<file path="src/rtl/id_ex_stage_if.sv">
// ID/EX stage bus: ID-side decode fields and WB bypass inputs, EX-side registered outputs.
// The master drives ID/WB fields; the slave (the pipeline register) returns the EX fields and stall.
interface id_ex_stage_if #(
  parameter int REG_WIDTH     = 32,
  parameter int REG_ADDR_BITS = 5,
  parameter int CTRL_WIDTH    = 8,
  parameter int CNT_WIDTH     = 16
);
  logic                     id_valid;
  logic [31:0]              id_instr;
  logic [REG_WIDTH-1:0]     id_reg_a;
  logic [REG_WIDTH-1:0]     id_reg_b;
  logic [CTRL_WIDTH-1:0]    id_ctrl;
  logic                     id_mem_read;
  logic                     id_reg_write;
  logic                     id_uses_rt;
  logic [1:0]               id_reg_dst;
  logic                     id_imm_zext;
  logic                     wb_write_w;
  logic [REG_ADDR_BITS-1:0] wb_addr_reg_w;
  logic [REG_WIDTH-1:0]     wb_data;
  logic                     flush;
  logic                     stall;
  logic                     ex_valid;
  logic                     ex_mem_read;
  logic                     ex_reg_write;
  logic [REG_WIDTH-1:0]     ex_reg_a;
  logic [REG_WIDTH-1:0]     ex_reg_b;
  logic [REG_WIDTH-1:0]     ex_imm;
  logic [REG_ADDR_BITS-1:0] ex_rs;
  logic [REG_ADDR_BITS-1:0] ex_rt;
  logic [REG_ADDR_BITS-1:0] ex_dest;
  logic [CTRL_WIDTH-1:0]    ex_ctrl;
  logic [CNT_WIDTH-1:0]     stall_count;

  modport master (
    output id_valid, id_instr, id_reg_a, id_reg_b, id_ctrl, id_mem_read, id_reg_write,
           id_uses_rt, id_reg_dst, id_imm_zext, wb_write_w, wb_addr_reg_w, wb_data, flush,
    input  stall, ex_valid, ex_mem_read, ex_reg_write, ex_reg_a, ex_reg_b, ex_imm,
           ex_rs, ex_rt, ex_dest, ex_ctrl, stall_count
  );

  modport slave (
    input  id_valid, id_instr, id_reg_a, id_reg_b, id_ctrl, id_mem_read, id_reg_write,
           id_uses_rt, id_reg_dst, id_imm_zext, wb_write_w, wb_addr_reg_w, wb_data, flush,
    output stall, ex_valid, ex_mem_read, ex_reg_write, ex_reg_a, ex_reg_b, ex_imm,
           ex_rs, ex_rt, ex_dest, ex_ctrl, stall_count
  );
endinterface

</file>
<file path="src/rtl/id_ex_stage.sv">
// ID/EX pipeline register with WB bypass and load-use bubble; 1-cycle latency, stall holds PC/IF-ID.
// Optional STALL_COUNTER_EN adds a saturating bubble counter on stall_count (tied to 0 otherwise).
module id_ex_stage #(
  parameter int REG_WIDTH     = 32,
  parameter int REG_ADDR_BITS = 5,
  parameter int CTRL_WIDTH    = 8,
  parameter int CNT_WIDTH     = 16
) (
  input logic          clk,
  input logic          reset,
  id_ex_stage_if.slave bus
);

  logic [REG_ADDR_BITS-1:0] rs;
  logic [REG_ADDR_BITS-1:0] rt;
  logic [REG_ADDR_BITS-1:0] rd;
  logic [REG_ADDR_BITS-1:0] dest_next;
  logic [15:0]              imm;
  logic [REG_WIDTH-1:0]     imm_next;
  logic [REG_WIDTH-1:0]     a_next;
  logic [REG_WIDTH-1:0]     b_next;
  logic                     hazard;
  logic                     bubble;
  logic                     unused_opcode;

  assign rs            = bus.id_instr[25:21];
  assign rt            = bus.id_instr[20:16];
  assign rd            = bus.id_instr[15:11];
  assign imm           = bus.id_instr[15:0];
  assign unused_opcode = ^bus.id_instr[31:26];

  assign hazard = bus.id_valid & bus.ex_valid & bus.ex_mem_read & (bus.ex_dest != '0) &
                  ((bus.ex_dest == rs) | (bus.id_uses_rt & (bus.ex_dest == rt)));
  assign bus.stall = hazard & ~bus.flush;
  assign bubble    = bus.flush | hazard | ~bus.id_valid;

  // The bank reads the pre-write value on a same-cycle write, so forward WB data here.
  assign a_next = (bus.wb_write_w && bus.wb_addr_reg_w != '0 && bus.wb_addr_reg_w == rs)
                  ? bus.wb_data : bus.id_reg_a;
  assign b_next = (bus.wb_write_w && bus.wb_addr_reg_w != '0 && bus.wb_addr_reg_w == rt)
                  ? bus.wb_data : bus.id_reg_b;

  assign imm_next = bus.id_imm_zext ? {{(REG_WIDTH-16){1'b0}}, imm}
                                    : {{(REG_WIDTH-16){imm[15]}}, imm};

  always_comb begin
    dest_next = rt;
    case (bus.id_reg_dst)
      2'b01:   dest_next = rd;
      2'b10:   dest_next = REG_ADDR_BITS'(31);
      default: dest_next = rt;
    endcase
  end

  always_ff @(posedge clk) begin
    if (reset || bubble) begin
      bus.ex_valid     <= 1'b0;
      bus.ex_mem_read  <= 1'b0;
      bus.ex_reg_write <= 1'b0;
      bus.ex_ctrl      <= '0;
      bus.ex_reg_a     <= '0;
      bus.ex_reg_b     <= '0;
      bus.ex_imm       <= '0;
      bus.ex_rs        <= '0;
      bus.ex_rt        <= '0;
      bus.ex_dest      <= '0;
    end else begin
      bus.ex_valid     <= 1'b1;
      bus.ex_mem_read  <= bus.id_mem_read;
      bus.ex_reg_write <= bus.id_reg_write;
      bus.ex_ctrl      <= bus.id_ctrl;
      bus.ex_reg_a     <= a_next;
      bus.ex_reg_b     <= b_next;
      bus.ex_imm       <= imm_next;
      bus.ex_rs        <= rs;
      bus.ex_rt        <= rt;
      bus.ex_dest      <= dest_next;
    end
  end

`ifdef STALL_COUNTER_EN
  logic [CNT_WIDTH-1:0] stall_cnt;

  always_ff @(posedge clk) begin
    if (reset)
      stall_cnt <= '0;
    else if (bus.stall && stall_cnt != '1)
      stall_cnt <= stall_cnt + 1'b1;
  end

  assign bus.stall_count = stall_cnt;
`else
  assign bus.stall_count = '0;
`endif

endmodule

</file>
<file path="src/flat_wrapper.sv">
// flat-port wrapper written by rule: the top's interface ports become plain ports
module id_ex_stage_flat 
#(
  parameter int REG_WIDTH     = 32,
  parameter int REG_ADDR_BITS = 5,
  parameter int CTRL_WIDTH    = 8,
  parameter int CNT_WIDTH     = 16
)
  (clk, reset, bus_id_valid, bus_id_instr, bus_id_reg_a, bus_id_reg_b, bus_id_ctrl, bus_id_mem_read, bus_id_reg_write, bus_id_uses_rt, bus_id_reg_dst, bus_id_imm_zext, bus_wb_write_w, bus_wb_addr_reg_w, bus_wb_data, bus_flush, bus_stall, bus_ex_valid, bus_ex_mem_read, bus_ex_reg_write, bus_ex_reg_a, bus_ex_reg_b, bus_ex_imm, bus_ex_rs, bus_ex_rt, bus_ex_dest, bus_ex_ctrl, bus_stall_count);
  id_ex_stage_if #(.REG_WIDTH(REG_WIDTH), .REG_ADDR_BITS(REG_ADDR_BITS), .CTRL_WIDTH(CTRL_WIDTH), .CNT_WIDTH(CNT_WIDTH)) bus_i ();
  input logic clk;
  input logic reset;
  input wire logic [$bits(bus_i.id_valid)-1:0] bus_id_valid;
  input wire logic [$bits(bus_i.id_instr)-1:0] bus_id_instr;
  input wire logic [$bits(bus_i.id_reg_a)-1:0] bus_id_reg_a;
  input wire logic [$bits(bus_i.id_reg_b)-1:0] bus_id_reg_b;
  input wire logic [$bits(bus_i.id_ctrl)-1:0] bus_id_ctrl;
  input wire logic [$bits(bus_i.id_mem_read)-1:0] bus_id_mem_read;
  input wire logic [$bits(bus_i.id_reg_write)-1:0] bus_id_reg_write;
  input wire logic [$bits(bus_i.id_uses_rt)-1:0] bus_id_uses_rt;
  input wire logic [$bits(bus_i.id_reg_dst)-1:0] bus_id_reg_dst;
  input wire logic [$bits(bus_i.id_imm_zext)-1:0] bus_id_imm_zext;
  input wire logic [$bits(bus_i.wb_write_w)-1:0] bus_wb_write_w;
  input wire logic [$bits(bus_i.wb_addr_reg_w)-1:0] bus_wb_addr_reg_w;
  input wire logic [$bits(bus_i.wb_data)-1:0] bus_wb_data;
  input wire logic [$bits(bus_i.flush)-1:0] bus_flush;
  output wire logic [$bits(bus_i.stall)-1:0] bus_stall;
  output wire logic [$bits(bus_i.ex_valid)-1:0] bus_ex_valid;
  output wire logic [$bits(bus_i.ex_mem_read)-1:0] bus_ex_mem_read;
  output wire logic [$bits(bus_i.ex_reg_write)-1:0] bus_ex_reg_write;
  output wire logic [$bits(bus_i.ex_reg_a)-1:0] bus_ex_reg_a;
  output wire logic [$bits(bus_i.ex_reg_b)-1:0] bus_ex_reg_b;
  output wire logic [$bits(bus_i.ex_imm)-1:0] bus_ex_imm;
  output wire logic [$bits(bus_i.ex_rs)-1:0] bus_ex_rs;
  output wire logic [$bits(bus_i.ex_rt)-1:0] bus_ex_rt;
  output wire logic [$bits(bus_i.ex_dest)-1:0] bus_ex_dest;
  output wire logic [$bits(bus_i.ex_ctrl)-1:0] bus_ex_ctrl;
  output wire logic [$bits(bus_i.stall_count)-1:0] bus_stall_count;
  assign bus_i.id_valid = bus_id_valid;
  assign bus_i.id_instr = bus_id_instr;
  assign bus_i.id_reg_a = bus_id_reg_a;
  assign bus_i.id_reg_b = bus_id_reg_b;
  assign bus_i.id_ctrl = bus_id_ctrl;
  assign bus_i.id_mem_read = bus_id_mem_read;
  assign bus_i.id_reg_write = bus_id_reg_write;
  assign bus_i.id_uses_rt = bus_id_uses_rt;
  assign bus_i.id_reg_dst = bus_id_reg_dst;
  assign bus_i.id_imm_zext = bus_id_imm_zext;
  assign bus_i.wb_write_w = bus_wb_write_w;
  assign bus_i.wb_addr_reg_w = bus_wb_addr_reg_w;
  assign bus_i.wb_data = bus_wb_data;
  assign bus_i.flush = bus_flush;
  assign bus_stall = bus_i.stall;
  assign bus_ex_valid = bus_i.ex_valid;
  assign bus_ex_mem_read = bus_i.ex_mem_read;
  assign bus_ex_reg_write = bus_i.ex_reg_write;
  assign bus_ex_reg_a = bus_i.ex_reg_a;
  assign bus_ex_reg_b = bus_i.ex_reg_b;
  assign bus_ex_imm = bus_i.ex_imm;
  assign bus_ex_rs = bus_i.ex_rs;
  assign bus_ex_rt = bus_i.ex_rt;
  assign bus_ex_dest = bus_i.ex_dest;
  assign bus_ex_ctrl = bus_i.ex_ctrl;
  assign bus_stall_count = bus_i.stall_count;
  id_ex_stage #(.REG_WIDTH(REG_WIDTH), .REG_ADDR_BITS(REG_ADDR_BITS), .CTRL_WIDTH(CTRL_WIDTH), .CNT_WIDTH(CNT_WIDTH)) u_core (.clk(clk), .reset(reset), .bus(bus_i));
endmodule
</file>
<file path="config.mk">
export PLATFORM = sky130hd
export DESIGN_NAME = id_ex_stage_flat
export DESIGN_NICKNAME = d
export VERILOG_FILES = /design/src/rtl/id_ex_stage_if.sv /design/src/rtl/id_ex_stage.sv /design/src/flat_wrapper.sv
export SDC_FILE = /design/constraint.sdc
export NUM_CORES = 1
export LEC_CHECK = 0
export CAP_MARGIN = 10
export CORE_ASPECT_RATIO = 1.75
export CORE_UTILIZATION = 31
export CTS_CLUSTER_SIZE = 10
export DETAILED_ROUTE_END_ITERATION = 8
export PLACE_DENSITY = 0.76
export SYNTH_ARGS = -nofsm -noshare
export SYNTH_HDL_FRONTEND = slang
export SYNTH_SLANG_ARGS = --single-unit
</file>
<file path="constraint.sdc">
create_clock -name clk -period 2 [get_ports clk]
set_clock_uncertainty 0.2 [all_clocks]
set_input_delay 0.4 -clock clk [delete_from_list [all_inputs] [get_ports clk]]
set_output_delay 0.4 -clock clk [all_outputs]
set_load 0.05 [all_outputs]
</file>
# Word level (Yosys, flattened, before mapping)
# Index checks and enable logic that the tools add are counted.
[classes] n_eq_ne=6 mux=4 bitwise_logic=11 n_reduce_logical=7
[ops] operator="two-way mux 32 bit" n=2
[ops] operator="== test 5 bit" n=4
[ops] operator="case mux 5 bit (2 select lines)" n=1
[ops] operator="nonzero test 5 bit" n=2
[ops] operator="bitwise AND 1 bit" n=6
[ops] operator="logical AND 1 bit" n=3
[ops] operator="bitwise OR 1 bit" n=3
[ops] operator="== test 2 x 1 -> 1 bit (second input constant)" n=1
[ops] operator="== test 2 bit (second input constant)" n=1
[ops] operator="inverter 1 bit" n=2
[ops] operator="OR reduction 2 bit" n=1
[ops] operator="logical OR 1 bit" n=1
[ops] operator="two-way mux 1 bit" n=1
[word_totals] register_bits=107 in_bits=152 output_inout_bits=139 elab_cells=39

# Logic depth before layout (Yosys ltp)
# Gate-level depths: netlist of the first run.
[logic_depth] word_depth=8 depth_mapped=7 ltp_nobuf=6

# Worst setup path after synthesis of the first run
# Ideal clock, no wire load.
[synth_timing] path_kind="register -> output" from="register u_core.bus.ex_dest[1] in the netlist's numbering" to="output port bus_stall" arrival_time_ps=2344 required_time_ps=1400 path_slack_ps=-944 path_stages_with_launch=5 path_buffers=0 cell_sequence="dfxtp_1 -> xor2_1 -> nor4_1 -> a32oi_1 -> nor3_1"
[synth_between] elab_chain_len=5 elab_cells_between_ends=8 classes_between="eq/ne: 2; bitwise: 5; reduce/logical: 1"
[synth_rtl] item="start, declared" line="id_ex_stage_if.sv:47" text="ex_rs, ex_rt, ex_dest, ex_ctrl, stall_count"
[synth_rtl] item="start signal, assigned" line="id_ex_stage.sv:77" text="bus.ex_dest <= dest_next;"
[synth_rtl] item="== test 5 bit" line="id_ex_stage.sv:33" text="((bus.ex_dest == rs) | (bus.id_uses_rt & (bus.ex_dest == rt)));"
[synth_rtl] item="bitwise AND 1 bit" line="id_ex_stage.sv:33"
[synth_rtl] item="bitwise OR 1 bit" line="id_ex_stage.sv:33"
[synth_rtl] item="bitwise AND 1 bit (*)" line="id_ex_stage.sv:32" text="assign hazard = bus.id_valid & bus.ex_valid & bus.ex_mem_read & (bus.ex_dest != '0) &"
[synth_rtl] item="bitwise AND 1 bit (*)" line="id_ex_stage.sv:34" text="assign bus.stall = hazard & ~bus.flush;"
[synth_rtl] item="end, declared" line="flat_wrapper.sv:27" text="output wire logic [$bits(bus_i.stall)-1:0] bus_stall;"
# Every way passes the cells marked *; elsewhere a longest branch is shown, timed or not.

# Final worst setup path of the first run
[layout_timing] from="input port bus_id_instr[22]" to="output port bus_stall"
[layout_between] elab_chain_len=4
[layout_rtl] item="start, declared" line="flat_wrapper.sv:14" text="input wire logic [$bits(bus_i.id_instr)-1:0] bus_id_instr;"
[layout_rtl] item="== test 5 bit" line="id_ex_stage.sv:33"
[layout_rtl] item="bitwise OR 1 bit" line="id_ex_stage.sv:33"
[layout_rtl] item="bitwise AND 1 bit" line="id_ex_stage.sv:32"
[layout_rtl] item="bitwise AND 1 bit" line="id_ex_stage.sv:34"
# No other way between the ends.

==> impl_metrics.tcl, run 1 <==
set metrics [dict create \
    drcViolationCount 0 \
    clkTransAtPathRegs_ns 0.08 \
    utilization_pct 64.7 \
    h-tree-depth 3 \
    dr.pass1.iters 4 \
    layout-drive-gt1-share_pct 41.5 \
    num_vias 3855 \
    final_max_slew_viol_count 0 \
    synth_top_area_share_pct 52.5 \
    cap_violations 0 \
    viasPerCell 4.46 \
    overflow 0 \
    r2r-end "u_core.bus.ex_reg_b[13]" \
    crit_chain "clkdlybuf4s50_1 > xor2_1 > nor3_1 > a32oi_2 > nor3_4 > buf_12" \
    area_delta_synth_final_pct 104 \
    nNetsFinal 841 \
    seq_area_frac_synth_pct 52.5 \
    reg2reg_from "u_core.bus.ex_dest[4]" \
    critPathMaxFanout 2 \
    crit_buf_inv 2 \
    worstMarginPinSlew_ns 0.537 \
    critical_path_class "in2out" \
    hold_violations 0 \
    cellPowerDensity_nw_per_um2 617 \
    grt_start_max_net_pins 33 \
    holdPathEnd "u_core.bus.ex_rt[4]" \
    fp.dieH_um 154 \
    slew_headroom_pct 64.0 \
    p_leak_nw 3.46 \
    rsz0062_at_grt "true" \
    syn_avg_cell_area_um2 10.8 \
    synth_warnings 0 \
    worstPathRequired_ns 1.40 \
    setup_ws_ns -0.403 \
    min_path_type "in2reg" \
    synth_edf_count 0 \
    core_um2 12900 \
    grt_pass1_wl_mm 22.5 \
    fin_crit_ns 2.40 \
    min_path_cells 3 \
    clockBufferDepth 2 \
    outcome "finished, violations left" \
    synthFlopType "dfxtp_1" \
    start_kind "input port" \
    fill_cells 980 \
    cp.arrival_ns 1.80 \
    num_io_pins 291 \
    port_buffers 268 \
    postCtsHoldBufs 0 \
    synth_cell_types 26 \
    grt_pass1_vias 4192 \
    antenna_found_initial 1 \
    pre_cts_slack_ns -0.907 \
    numCtsBuffers 9 \
    cts-root-buf "clkbuf_16" \
    clock_sinks 107 \
    max_freq_mhz 416 \
    syn_area_um2 4080 \
    drt_wl_total_mm 15.3 \
    ys_ff_latch 107 \
    gp_congestion 0.825 \
    cpPeakStageDelay_ns 0.47 \
    ff2ff_path_depth 11 \
    grt_usage_pct 22.7 \
    std_cell_rows 55 \
    synth_area_leaders "dfxtp_1 53%, mux2i_1 16%, nor2_1 6.5%" \
    wire_per_inst_um 17.7 \
    start_util_pct 31.7 \
    ys_async_sr_fraction_pct 0 \
    crit_slowest_cell "clkdlybuf4s50_1" \
    clkLatencyLatePin_ns 0.35 \
    worstSetupStartpoint "bus_id_instr[22]" \
    path_delay_family "buffers and inverters" \
    postRouteAntennaNets 0 \
    finalSetupViolations 108 \
    crit_path_end_kind "primary output" \
    dp_hpwl_mm 10.1 \
    dieArea_um2 13600 \
    holdWs_ns 0.234 \
    yosysTopAreaCell "dfxtp_1" \
    drtIter0Drc 70 \
    period_share_pct 120 \
    r2r_slack_ns -0.39 \
    synthCells 377 \
    die_w_um 88.7 \
    cts_tree "yes" \
    hold_start "bus_id_instr[20]" \
    violations "setup timing" \
    ir_drop_uv 472 \
]
==> timing repair <==
item | 4_1_cts | 5_1_grt
buffers inserted | 22 | 4
pin swaps | 61 | 4
resized for setup | 171 | 6
endpoints found under the hold margin | 0 | 0
cloned | 13 | 0
setup endpoints to repair | 108 | 108
==> worst reg2reg max path, cell delays in order (launching register included) <==
cell,delay [ns]
dfxtp_4,0.36
xor2_2,0.16
nor4_4,0.32
a32oi_2,0.20
buf_4,0.17
buf_4,0.14
o21ai_4,0.19
buf_12,0.16
buf_12,0.13
buf_12,0.10
buf_16,0.11
nor2_1,0.04
==> logic make-up after synthesis <==
group,count (synthesis),synth area share [%]
and+or+nand+nor,118,14.2
DFF,107,52.5
muxes,64,15.7
buffers and inverters,56,10.3
xor gates and xnor gates,20,4.29
AOI/OAI and AO/OA,9,2.27
adders and majority gates,2,0.613
other,1,0.0919
==> cells in the mapped netlist (2+ instances only) <==
cell type,count
buf_6,12
nor3_1,2
or4_1,2
nor2_1,71
ha_1,2
and2_1,31
nor3b_1,2
xnor2_1,7
mux2i_1,64
buf_4,31
buf_2,4
nand3_1,2
xor2_1,13
nand2_1,5
nor4_4,2
inv_1,7
dfxtp_1,107
a221oi_1,5
==> how the worst max path moves through the flow <==
stage,slack (ns),to,depth (start not counted)
final,-0.40,bus_stall,6
after CTS,-0.39,bus_stall,5
after global routing,-0.51,bus_stall,5
after floorplan,-0.11,bus_stall,4
after detailed placement,-0.91,u_core.bus.ex_reg_b[2],7
after global placement,-0.85,u_core.bus.ex_reg_b[6],7
==> registers in the layout, indices dropped and copies added, names as in the netlist <==
signal,flops
u_core.bus.ex_valid,1
u_core.bus.ex_rt,5
u_core.bus.ex_ctrl,8
u_core.bus.ex_imm,17
u_core.bus.ex_rs,5
u_core.bus.ex_mem_read,1
u_core.bus.ex_dest,5
u_core.bus.ex_reg_write,1
u_core.bus.ex_reg_a,32
u_core.bus.ex_reg_b,32
==> cell usage in the layout, fill, tap and decap left out, types with 4 or more instances in the layout <==
master,n
buf_4,132
clkdlybuf4s50_1,131
dfxtp_1,102
mux2i_1,51
nor2_4,34
buf_12,32
and2_1,31
nor2_1,28
conb_1,16
buf_16,12
xor2_1,11
nor2_2,9
mux2i_4,9
clkbuf_16,9
dlygate4sd2_1,9
buf_6,8
inv_1,7
xnor2_1,7
nand2_1,5
a221oi_2,5
mux2i_2,4
dfxtp_4,4
==> final cells by class <==
class	instances	area (um^2)	share of cell area, %
inverters	8	42.5	0.511
diodes	1	2.50	0.0301
repair buffers	332	3540	42.5
clock inverters	6	56.3	0.676
flip-flops and latches	107	2160	25.9
multi-input cells	229	2090	25.1
clock buffers	10	229	2.75
well taps	171	214	2.57
==> power breakdown <==
group          internal, mW  switching, mW
sequential             2.19         0.0227
clock                 0.876          0.864
combinational         0.568          0.625
total                  3.63           1.51
==> through the flow <==
| stage | instance area [um^2] | power, mW | setup TNS (ns) | instances |
|---|---|---|---|---|
| 2_1_floorplan | 4160 | 2.76 | -0.109 | 392 |
| 3_5_place_dp | 6860 | 3.23 | -81.04 | 811 |
| 5_1_grt | 8330 | 5.32 | -41.50 | 864 |
| 3_3_place_gp | 6860 | 3.22 | -74.26 | 811 |
| 6_report | 8330 | 5.14 | -32.04 | 864 |
| 4_1_cts | 8300 | 5.16 | -17.74 | 861 |
==> routing by layer <==
| layer | vias up | track usage [%] | wire (um) |
|---|---|---|---|
| met2 | 229 | 43.0 | 8400 |
| li1 | 1804 | - | - |
| met4 | 0 | 12.1 | 761 |
| met3 | 54 | 6.92 | 1200 |
| met5 | - | 0 | 0 |
| met1 | 1768 | 20.6 | 4900 |
(Power assumes the default switching activity.)
==> inputs of run 2 (changes only) <==
- ABC_CLOCK_PERIOD_IN_PS: default -> 2000
- SKIP_CTS_REPAIR_TIMING: default -> 1
==> run 2 against run 1 <==
Effect of this change:
- the flow still finishes with violations (setup timing)
- global-route usage down 4.3 points
- flip-flop and latch count unchanged
- sequential power about the same
- die area unchanged
- clock power about the same
- setup slack worse by 0.020 ns
- non-clock buffer count down 12
==> impl_metrics.tcl, run 2 (synthesis gave the netlist of run 1 again) <==
set metrics [dict create \
    outcome "finished, violations left" \
    violations "setup timing" \
    area_delta_synth_final_pct 87.4 \
    clockBufferDepth 2 \
    crit_chain "xor2_1 > nor4_2 > a32oi_2 > buf_4 > o21ai_4 > buf_12 > clkbuf_16 > nor3b_1" \
    start_kind "register" \
    cellPowerDensity_nw_per_um2 653 \
    gp_congestion 0.825 \
    final_common_cell "buf_4" \
    nNetsFinal 831 \
    cts_tree "yes" \
    fin_crit_ns 2.42 \
    antenna_found_initial 2 \
    holdWs_ns 0.192 \
    grt_usage_pct 18.4 \
    dieArea_um2 13600 \
    max_freq_mhz 413 \
    clkLatencyLatePin_ns 0.35 \
    hold_violations 0 \
    std_cell_rows 55 \
    port_buffers 268 \
    grt_start_max_net_pins 45 \
    clkTransAtPathRegs_ns 0.08 \
    start_util_pct 31.7 \
    min_path_type "in2reg" \
    crit_buf_inv 3 \
    largest_registers "u_core.bus.ex_reg_a (32), u_core.bus.ex_reg_b (32), u_core.bus.ex_imm (17)" \
    pre_cts_slack_ns -0.907 \
    ir_drop_uv 374 \
    grt_pass1_wl_mm 18.8 \
    die_w_um 88.7 \
    overflow 0 \
    final_cell_mix "134 x buf_4, 132 x clkdlybuf4s50_1, 102 x dfxtp_1" \
    crit_path_end_kind "register" \
    fp.dieH_um 154 \
    dr.pass1.iters 4 \
    drtIter0Drc 70 \
    critPathMaxFanout 8 \
    core_um2 12900 \
    setup_ws_ns -0.423 \
    worstPathRequired_ns 2.03 \
    final_max_slew_viol_count 0 \
    numCtsBuffers 9 \
    period_share_pct 121 \
    finalSetupViolations 108 \
    fill_cells 1063 \
    crit_slowest_cell "o21ai_4" \
    rsz0062_at_grt "true" \
    grt_pass1_vias 3777 \
    drcViolationCount 0 \
    cap_violations 0 \
    cts-root-buf "clkbuf_16" \
    num_vias 3766 \
    clock_sinks 107 \
    cp.arrival_ns 2.46 \
    cpPeakStageDelay_ns 0.39 \
    wire_per_inst_um 16.7 \
    dp_hpwl_mm 10.1 \
    path_delay_family "compound AO/OA/AOI/OAI gates" \
    layout-drive-gt1-share_pct 30.6 \
    drt_wl_total_mm 14.3 \
    utilization_pct 59.4 \
    h-tree-depth 3 \
    num_io_pins 291 \
    viasPerCell 4.40 \
    postRouteAntennaNets 0 \
    p_leak_nw 3.36 \
    finalPower_mw 4.99 \
    critical_path_class "reg2reg" \
]
[run 2: cell types whose count changed in the layout (fill, tap and decap cells not counted), moves of 7 or more]
cell / delta
nor2_2: -9
clkbuf_16: +7
nor2_4: -34
dlygate4sd2_1: -9
buf_16: -11
mux2i_4: -9
mux2i_1: +12
dlymetal6s2s_1: +13
nor2_1: +43
[run 2: report_power, final]
group / leakage, nW / switching, mW / total (mW) / internal [mW]
combinational: 2.35 / 0.548 / 1.06 / 0.507
sequential: 0.874 / 0.0216 / 2.21 / 2.19
clock: 0.138 / 0.853 / 1.73 / 0.876
[run 2: routing by layer]
layer  vias up  wire length (um)  track usage (%)
li1       1780                 -                -
met1      1723              4570             16.4
met2       224              7900             34.8
met3        39              1230             6.39
met4         0               592             9.75
met5         -                 0                0
[run 2: final timing paths]
path | slack (ns) | to | start | depth (start not counted)
worst max-delay path | -0.42 | u_core.bus.ex_imm[16] | u_core.bus.ex_dest[3] | 8
worst min-delay path | 0.19 | u_core.bus.ex_rs[0] | bus_id_instr[21] | 2
worst max register to register | -0.42 | u_core.bus.ex_imm[16] | u_core.bus.ex_dest[3] | 8
worst min register to register | 0.77 | u_core.bus.ex_imm[12] | u_core.bus.ex_mem_read | 5
[run 2: area by class of cell]
cell class / count / area (um^2) / area share, %
sequential: 107 / 2160 / 28.2
multi-input combinational: 229 / 1630 / 21.3
clock inverter: 6 / 56.3 / 0.736
timing repair buffer: 320 / 3300 / 43.2
inverter: 8 / 37.5 / 0.491
clock buffer: 10 / 229 / 3.00
tap: 171 / 214 / 2.80
timing repair inverter: 2 / 15.0 / 0.196
antenna: 2 / 5.00 / 0.0655
[run 2: stage by stage]
step | area (um^2) | instances | setup TNS [ns]
after floorplan | 4160 | 392 | -0.109
after global placement | 6860 | 811 | -74.26
after detailed placement | 6860 | 811 | -81.04
after CTS | 7150 | 827 | -45.94
after global routing | 7640 | 855 | -46.93
final | 7640 | 855 | -38.46
[run 2: worst register-to-register path: stages (launching register included)]
cell and delay, ns:
dfxtp_2 0.35, xor2_1 0.16, nor4_2 0.35, a32oi_2 0.22
buf_4 0.19, o21ai_4 0.39, buf_12 0.23, clkbuf_16 0.17
nor3b_1 0.05
==> inputs of run 3 (changes only) <==
- CORE_ASPECT_RATIO: 1.75 -> 0.6
==> run 3 against run 2 <==
Effect of this change:
- the flow finishes with violations (DRC, setup timing)
- first-iteration DRC count up 40%
- cell area down 0.43%
- sequential power about the same
- via count down 4.7%
- sequential share of layout area up 0.12 points
- setup slack better by 0.042 ns
- critical path type is now reg2out
- clock power down 4%
==> impl_metrics.tcl, run 3 (synthesis gave the netlist of run 1 again) <==
set metrics [dict create \
    period_share_pct 119 \
    viasPerCell 4.26 \
    port_buffers 268 \
    clkTransAtPathRegs_ns 0.07 \
    p_sw_mw 1.38 \
    grt_pass1_vias 3402 \
    fin_crit_ns 2.38 \
    pre_cts_slack_ns -0.729 \
    cellPowerDensity_nw_per_um2 646 \
    worstPathRequired_ns 1.40 \
    antenna_found_initial 0 \
    num_io_pins 291 \
    violations "DRC, setup timing" \
    dr.pass1.iters 6 \
    pwr-share-clk_pct 33.7 \
    gp_congestion 0.819 \
    fp.dieH_um 90.9 \
    p_seq_share_pct 44.9 \
    cp.arrival_ns 1.78 \
    drt_wl_total_mm 13.7 \
    ir_drop_uv 558 \
    h-tree-depth 3 \
    numCtsBuffers 9 \
    fill_cells 1049 \
    max_freq_mhz 420 \
    hold_violations 0 \
    pwr-share-comb_pct 21.5 \
    finalPower_mw 4.92 \
    dieArea_um2 13600 \
    finalSetupViolations 105 \
    drcViolationCount 1 \
    postRouteAntennaNets 0 \
    crit_path_end_kind "primary output" \
    p_int_mw 3.54 \
    grt_start_max_net_pins 59 \
    rsz0062_at_grt "true" \
    antenna_cells 0 \
    overflow 0 \
    num_vias 3590 \
    critPathMaxFanout 3 \
    p_leak_nw 3.29 \
    place_area_um2 6830 \
    area_delta_synth_final_pct 86.6 \
    sw_frac_of_total_pct 28.0 \
    min_path_type "in2reg" \
    final_max_slew_viol_count 0 \
    dp_hpwl_mm 9.72 \
    grt_usage_pct 17.1 \
    outcome "finished, violations left" \
    clockBufferDepth 2 \
    std_cell_rows 32 \
    cts_tree "yes" \
    die_w_um 150 \
    core_um2 12900 \
    final_cell_mix "130 x clkdlybuf4s50_1, 130 x buf_4, 102 x dfxtp_1" \
    nNetsFinal 821 \
    largest_registers "u_core.bus.ex_reg_a (32), u_core.bus.ex_reg_b (32), u_core.bus.ex_imm (17)" \
    start_kind "register" \
    cap_violations 0 \
    wire_per_inst_um 16.2 \
    start_util_pct 31.7 \
    setup_ws_ns -0.382 \
    layout-drive-gt1-share_pct 32.6 \
    drtIter0Drc 98 \
    critical_path_class "reg2out" \
    clkLatencyLatePin_ns 0.34 \
    final_cell_area_um2 7610 \
    clock_sinks 107 \
    grt_pass1_wl_mm 17.8 \
    cts-root-buf "clkbuf_16" \
]
-- run 3: per-layer routing --
metal,GRT usage (%),routed length (um),vias up
met5,0,0,-
met4,3.96,118,0
met3,5.51,1030,14
met2,28.4,6340,145
met1,21.4,6200,1671
li1,-,-,1760
-- run 3: worst paths after layout --
| kind | from | endpoint | slack, ns | cells past startpoint |
|---|---|---|---|---|
| max | u_core.bus.ex_dest[3] | bus_stall | -0.38 | 4 |
| min | bus_id_instr[24] | u_core.bus.ex_rs[3] | 0.19 | 2 |
| max reg2reg | u_core.bus.ex_dest[3] | u_core.bus.ex_imm[16] | -0.25 | 7 |
| min reg2reg | u_core.bus.ex_mem_read | u_core.bus.ex_rt[4] | 0.69 | 5 |
-- run 3: power groups by stage --
stage | logic (mW) | registers [mW] | clock network [mW]
final | 1.06 | 2.21 | 1.66
after CTS | 0.978 | 2.21 | 1.71
after global routing | 1.11 | 2.21 | 1.80
after global placement | 0.961 | 2.25 | 0
after detailed placement | 0.975 | 2.26 | 0
after floorplan | 0.294 | 2.47 | 0
-- run 3: worst max-delay path, cell delays in order, from the launching register on --
cell       delay, ns
dfxtp_2         0.34
or4_1           0.61
o2111ai_4       0.28
nor3_4          0.07
buf_12          0.15
-- run 3: stage by stage --
| step | TNS (ns) | hold slack (ns) | util (%) | cells |
|---|---|---|---|---|
| after floorplan | -0.109 | 0.276 | - | 392 |
| after global placement | -69.99 | 0.634 | 53.1 | 809 |
| after detailed placement | -72.04 | 0.642 | 53.1 | 809 |
| after CTS | -34.04 | 0.401 | 55.3 | 825 |
| after global routing | -25.93 | 0.199 | 59.2 | 842 |
| final | -16.79 | 0.190 | 59.2 | 842 |
-- run 3: layout make-up --
type,instances,area [um^2],area share [%]
clock inverters,6,48.8,0.641
multi-input cells,229,1770,23.3
well taps,170,213,2.79
clock buffers,10,229,3.01
repair buffers,312,3160,41.5
flip-flops and latches,107,2160,28.3
inverters,8,35.0,0.460
